## config.mk

```make
export PLATFORM = sky130hd
export DESIGN_NAME = pixel_stream_packer
export DESIGN_NICKNAME = d
export VERILOG_FILES = /design/src/rtl/pixel_stream_packer.sv
export SDC_FILE = /design/constraint.sdc
export NUM_CORES = 1
export LEC_CHECK = 0
export ABC_AREA = 0
export CELL_PAD_IN_SITES_DETAIL_PLACEMENT = 0
export CELL_PAD_IN_SITES_GLOBAL_PLACEMENT = 1
export CORE_MARGIN = 2
export CORE_UTILIZATION = 43
export DETAILED_ROUTE_END_ITERATION = 12
export GPL_TIMING_DRIVEN = 0
export PLACE_DENSITY_LB_ADDON = 0.3
export SYNTH_ARGS = -nofsm -noshare
export SYNTH_HDL_FRONTEND = slang
export SYNTH_SLANG_ARGS = --single-unit
export TNS_END_PERCENT = 50
```

## constraint.sdc

```tcl
create_clock -name clk -period 4.05 [get_ports clk]
set_input_delay 1.215 -clock clk [delete_from_list [all_inputs] [get_ports clk]]
set_output_delay 1.215 -clock clk [all_outputs]
set_load 0.01 [all_outputs]
```

## src/rtl/pixel_stream_packer.sv

```systemverilog
// Packs a stream of 24-bit pixels into 32-bit words (4 pixels -> 3 words).
// The words go into a small output FIFO that carries start-of-frame (tuser)
// and end-of-line (tlast) flags. Misaligned line starts and ends set a sticky
// error flag and resynchronise the packing phase.
module pixel_stream_packer #(
  parameter int DATA_WIDTH    = 32,
  parameter int RBG_SIZE      = 24,
  parameter int SCREEN_WIDTH  = 640,
  parameter int SCREEN_HEIGHT = 480,
  parameter int FIFO_DEPTH    = 4
) (
  input  logic                  clk,
  input  logic                  reset,
  input  logic                  in_valid,
  output logic                  in_ready,
  input  logic [RBG_SIZE-1:0]   in_colour,
  input  logic [DATA_WIDTH-1:0] in_x,
  input  logic [DATA_WIDTH-1:0] in_y,
  output logic [31:0]           m_tdata,
  output logic                  m_tvalid,
  input  logic                  m_tready,
  output logic                  m_tuser,
  output logic                  m_tlast,
  output logic [15:0]           frame_count,
  output logic                  err
);

  localparam int AW = (FIFO_DEPTH > 1) ? $clog2(FIFO_DEPTH) : 1;
  localparam int CW = $clog2(FIFO_DEPTH + 1);
  localparam logic [DATA_WIDTH-1:0] X_LAST   = DATA_WIDTH'(SCREEN_WIDTH - 1);
  localparam logic [DATA_WIDTH-1:0] Y_LAST   = DATA_WIDTH'(SCREEN_HEIGHT - 1);
  localparam logic [CW-1:0]         DEPTH_C  = CW'(FIFO_DEPTH);
  localparam logic [AW-1:0]         PTR_LAST = AW'(FIFO_DEPTH - 1);

  typedef enum logic [1:0] {P0, P1, P2, P3} phase_t;

  phase_t        phase_q, phase_d, eff_phase;
  logic [23:0]   hold_q, hold_d;
  logic          sof_q, sof_d;
  logic          in_ready_q;
  logic          err_q, err_set;
  logic [15:0]   frame_count_q;

  logic          accept, first_px, last_px, sof_px, bottom_px;
  logic          push, pop, push_user, push_last;
  logic [31:0]   push_data;

  logic [33:0]   mem_q [FIFO_DEPTH];
  logic [AW-1:0] wr_ptr_q, rd_ptr_q;
  logic [CW-1:0] count_q, count_d;
  logic [33:0]   head;

  assign accept    = in_valid && in_ready_q;
  assign first_px  = (in_x == '0);
  assign last_px   = (in_x == X_LAST);
  assign sof_px    = first_px && (in_y == '0);
  assign bottom_px = (in_y == Y_LAST);

  // Packing phase machine: decides what to hold and which word to push.
  // A line end at any phase other than P3 pushes the bytes of the word being
  // built (zero-padded when only one pixel is held) and drops any remainder.
  always_comb begin
    phase_d   = phase_q;
    hold_d    = hold_q;
    sof_d     = sof_q;
    push      = 1'b0;
    push_data = '0;
    push_user = 1'b0;
    push_last = 1'b0;
    err_set   = 1'b0;
    eff_phase = first_px ? P0 : phase_q;
    if (accept) begin
      if (first_px && (phase_q != P0)) err_set = 1'b1;
      unique case (eff_phase)
        P0: begin
          if (last_px) begin
            push      = 1'b1;
            push_data = {8'h00, in_colour[23:0]};
            push_last = 1'b1;
            err_set   = 1'b1;
            hold_d    = '0;
            sof_d     = 1'b0;
            phase_d   = P0;
          end else begin
            hold_d  = in_colour[23:0];
            sof_d   = sof_px;
            phase_d = P1;
          end
        end
        P1: begin
          push      = 1'b1;
          push_data = {in_colour[7:0], hold_q};
          push_user = sof_q;
          sof_d     = 1'b0;
          if (last_px) begin
            push_last = 1'b1;
            err_set   = 1'b1;
            hold_d    = '0;
            phase_d   = P0;
          end else begin
            hold_d  = {8'h00, in_colour[23:8]};
            phase_d = P2;
          end
        end
        P2: begin
          push      = 1'b1;
          push_data = {in_colour[15:0], hold_q[15:0]};
          if (last_px) begin
            push_last = 1'b1;
            err_set   = 1'b1;
            hold_d    = '0;
            phase_d   = P0;
          end else begin
            hold_d  = {16'h0000, in_colour[23:16]};
            phase_d = P3;
          end
        end
        default: begin
          push      = 1'b1;
          push_data = {in_colour[23:0], hold_q[7:0]};
          push_last = last_px;
          hold_d    = '0;
          phase_d   = P0;
        end
      endcase
    end
  end

  // FIFO occupancy bookkeeping; push and pop in one cycle cancel out.
  always_comb begin
    count_d = count_q + CW'(push) - CW'(pop);
  end

  // FIFO storage: data only, never reset.
  always_ff @(posedge clk) begin
    if (push) mem_q[wr_ptr_q] <= {push_last, push_user, push_data};
  end

  // Control state: phase, held bytes, FIFO pointers, ready, flags, counters.
  always_ff @(posedge clk) begin
    if (reset) begin
      phase_q       <= P0;
      hold_q        <= '0;
      sof_q         <= 1'b0;
      wr_ptr_q      <= '0;
      rd_ptr_q      <= '0;
      count_q       <= '0;
      in_ready_q    <= 1'b1;
      err_q         <= 1'b0;
      frame_count_q <= '0;
    end else begin
      phase_q    <= phase_d;
      hold_q     <= hold_d;
      sof_q      <= sof_d;
      count_q    <= count_d;
      in_ready_q <= (count_d < DEPTH_C);
      err_q      <= err_q | err_set;
      if (push) wr_ptr_q <= (wr_ptr_q == PTR_LAST) ? '0 : wr_ptr_q + AW'(1);
      if (pop)  rd_ptr_q <= (rd_ptr_q == PTR_LAST) ? '0 : rd_ptr_q + AW'(1);
      if (push && push_last && bottom_px) frame_count_q <= frame_count_q + 16'd1;
    end
  end

  assign m_tvalid    = (count_q != '0);
  assign pop         = m_tvalid && m_tready;
  assign head        = m_tvalid ? mem_q[rd_ptr_q] : '0;
  assign m_tdata     = head[31:0];
  assign m_tuser     = head[32];
  assign m_tlast     = head[33];
  assign in_ready    = in_ready_q;
  assign err         = err_q;
  assign frame_count = frame_count_q;

endmodule
```

==> metrics.txt <==
run status=finished, final reports clean; Post-Place Cells=1110; Slew Viols, Final=0; die width=146.3 um; clk root buf=clkbuf_16; Cells after Synth=693; Synth Flop Type=edfxtp_1; Die H=146.3 um; Worst Hold Class=reg -> reg; gp weighted congestion=0.9219; hpwl dp=16820 um; post-route minimum period=3.978 ns; Peak VDD IR=322.4 uV; Rel. slew slack=36.97%; Seq/Total Area, Yosys=59.30%; initial DRC count=515; initial antenna violation count=0; GRT Overall Usage=between 20% and 30%; Clock Tree Buf Depth=2; CP Capture Type=output pin; setup_tns=0 ns; Setup crit start kind=flip-flop; worst clock skew=about 0.0086 ns; DRT Wirelength=23570 um; Cell Pwr Density=496.2 nW/um^2; highest clock rate=about 0.25 GHz; Finished Cell Area=11170 um^2; FP Rows=52; ys async rst share=0%; Yosys cell types=47; worst-margin pin slew=approximately 0.94 ns; n_diodes=0; Slowest Stage Delay on Critical Path=0.62 ns; YS warnings=0; hold_buf cts=0; RSZ-0062 raised after global routing=true; critical path class=reg -> out; Post-synth EDFFs=136; die area=21410 um^2; CP max FO=10; static leakage=between 0.003 and 0.004 uW; CP delay by family, top=buffers and inverters; via count=6500; GRT Residual Overflow=0; Layout Nets=962; syn avg cell area=12.57 um^2; Req. time, crit path=2.83 ns; Synth area leader=edfxtp_1; Critical Path AT=2.76 ns; worst-case hold slack=between 0.4 and 0.5 ns; fin crit share=98.23%; ANT nets after route=0; Syn Std Cell Area=around 8700 um^2; Max Cap Viol=0; largest cells by area after synthesis=edfxtp_1, dfxtp_1, mux4_2, and2_1, a22oi_1; endpoints failing setup=0; Yosys top cell area share=between 40 and 50%; Yosys reg bits=190; core footprint=~20000 um^2; clk slew on worst S/H paths=0.07 ns; io pins=145; vias in the first global route=6550; CTS H-tree depth=4; drt via density=5.687; CTS tree=done; cts bufs inserted=17; final core occ=55.75%; Non-Filler Instances=about 1100; DR WL/cell=20.62 um; CP most frequent cell=clkbuf_1; Initial Util=43.46%; Post-Syn Nets=~790; drt drc=0; largest net degree at the start of global routing=35; area grow syn2layout=28.27%; CP Cell Sequence=clkbuf_1, clkbuf_1, mux4_2, and2_1, clkdlybuf4s50_1; final hold viol count=0; Detailed Routing Iterations Pass 1=5; clk sinks=190; worst path bufs/invs=3; clk_lat worst skew=0.43 ns; Post-DP Area=10560 um^2; I/O Buffers=about 140; share of cells above drive strength 1=12.37%; first-pass GRT wire length=36570 um; CP max stage cell=clkbuf_1
-- stage by stage --
step | power, uW | worst slack (ns)
finish | 5543 | 0.07152
global route | 5802 | -0.02190
CTS | 5575 | 0.0006368
detailed placement | 3957 | -0.7800
global placement | 3915 | -1.276
floorplan | 3227 | 0.4405
-- worst reg2reg max path: stages, from the launching register on --
cell	delay, ns
dfxtp_1	0.39
buf_1	0.44
nor2_1	0.14
a21oi_2	0.54
o21ai_2	0.26
inv_1	0.25
ha_1	0.18
inv_1	0.05
fa_1	0.37
xnor2_1	0.19
xnor2_1	0.13
and2_1	0.18
inv_1	0.05
-- sequential cells by signal, indices dropped and copies added (netlist names), named ones only --
signal,cells
mem_q,136
count_q,3
in_ready,1
wr_ptr_q,2
rd_ptr_q,2
phase_q,2
err,1
sof_q,1
hold_q,24
frame_count,16
-- where the power goes --
part	switching [uW]	total (uW)	leakage [uW]	internal, uW
registers	64.0	2290	0.00171	2220
logic	794	1620	0.00185	830
clock network	722	1630	0.000274	909
total	1580	5540	0.00383	3960
-- what timing repair did --
action                                  CTS  global route
buffers inserted                          3             0
gates resized for setup                  13             7
endpoints found under the setup margin   75            64
pin swaps                                 2             0
-- cells in the mapped netlist, types with 2 or more instances --
library cell,n
o31ai_1,2
and2_1,42
mux2_2,18
edfxtp_1,136
nor3_1,4
nor4_2,3
nand2_1,65
a22o_1,8
a21o_1,9
nor2_1,43
xnor2_1,2
o21ai_0,27
and4_1,4
or4_1,3
mux2_1,3
buf_1,6
and3_1,15
a221o_1,8
buf_2,2
ha_1,8
or3_1,4
mux4_2,34
dfxtp_1,54
a21oi_1,29
nand4_1,21
nor2b_1,17
clkbuf_1,39
nor4_1,16
a22oi_1,33
nand3_1,10
o21ai_1,4
inv_1,9
-- path summary, 6_finish.rpt --
path / slack [ns] / start / endpoint / depth (start not counted)
max: 0.07 / flip-flop / m_tdata[16] / 5
min: 0.46 / hold_q[18] / hold_q[18] / 2
max reg2reg: 0.79 / phase_q[0] / in_ready / 12
min reg2reg: 0.46 / hold_q[18] / hold_q[18] / 2
-- cells by family (layout without fill, tap and decap cells) --
family	Yosys count	in the layout	share of synthesized area [%]
XOR/XNOR	2	2	0.2012
AND/OR/NAND/NOR	252	252	15.24
multiplexers	57	57	11.79
AO/OA/AOI/OAI	127	127	9.640
adder cells (fa/ha/maj)	9	9	1.379
flip-flops	190	190	59.30
buffers and inverters	56	236	2.442
-- metal layers --
metal | global-route usage [%] | vias up | part of all wire (%)
li1 | - | 2978 | -
met1 | 29.00 | 3187 | 42
met2 | 37.38 | 290 | 48
met3 | 4.719 | 45 | 7.0
met4 | 7.476 | 0 | 2.2
met5 | 0 | - | 0
-- layout make-up --
cell class                      instances  area, um^2
Fill cell                            1727        8867
Sequential cell                       190        5165
Multi-Input combinational cell        447        3364
Timing Repair Buffer                  150        1524
Clock buffer                           18       429.2
Tap cell                              270       337.8
Buffer                                 46       181.4
Clock inverter                         13       136.4
Inverter                                9       33.78
-- cell usage in the layout, fill, tap and decap left out, types with 9 or more instances in the layout --
cell,instances
and2_1,38
o21ai_0,27
nand4_1,21
nor2b_1,17
clkbuf_16,17
inv_1,9
clkbuf_1,37
nand3_1,10
clkdlybuf4s50_1,144
a21o_1,9
nor4_1,14
edfxtp_1,136
nand2_1,65
a22oi_1,33
mux4_2,34
nor2_1,43
a21oi_1,28
dfxtp_1,54
and3_1,15
mux2_2,18
Note: power is estimated with default switching activity, not from simulation.
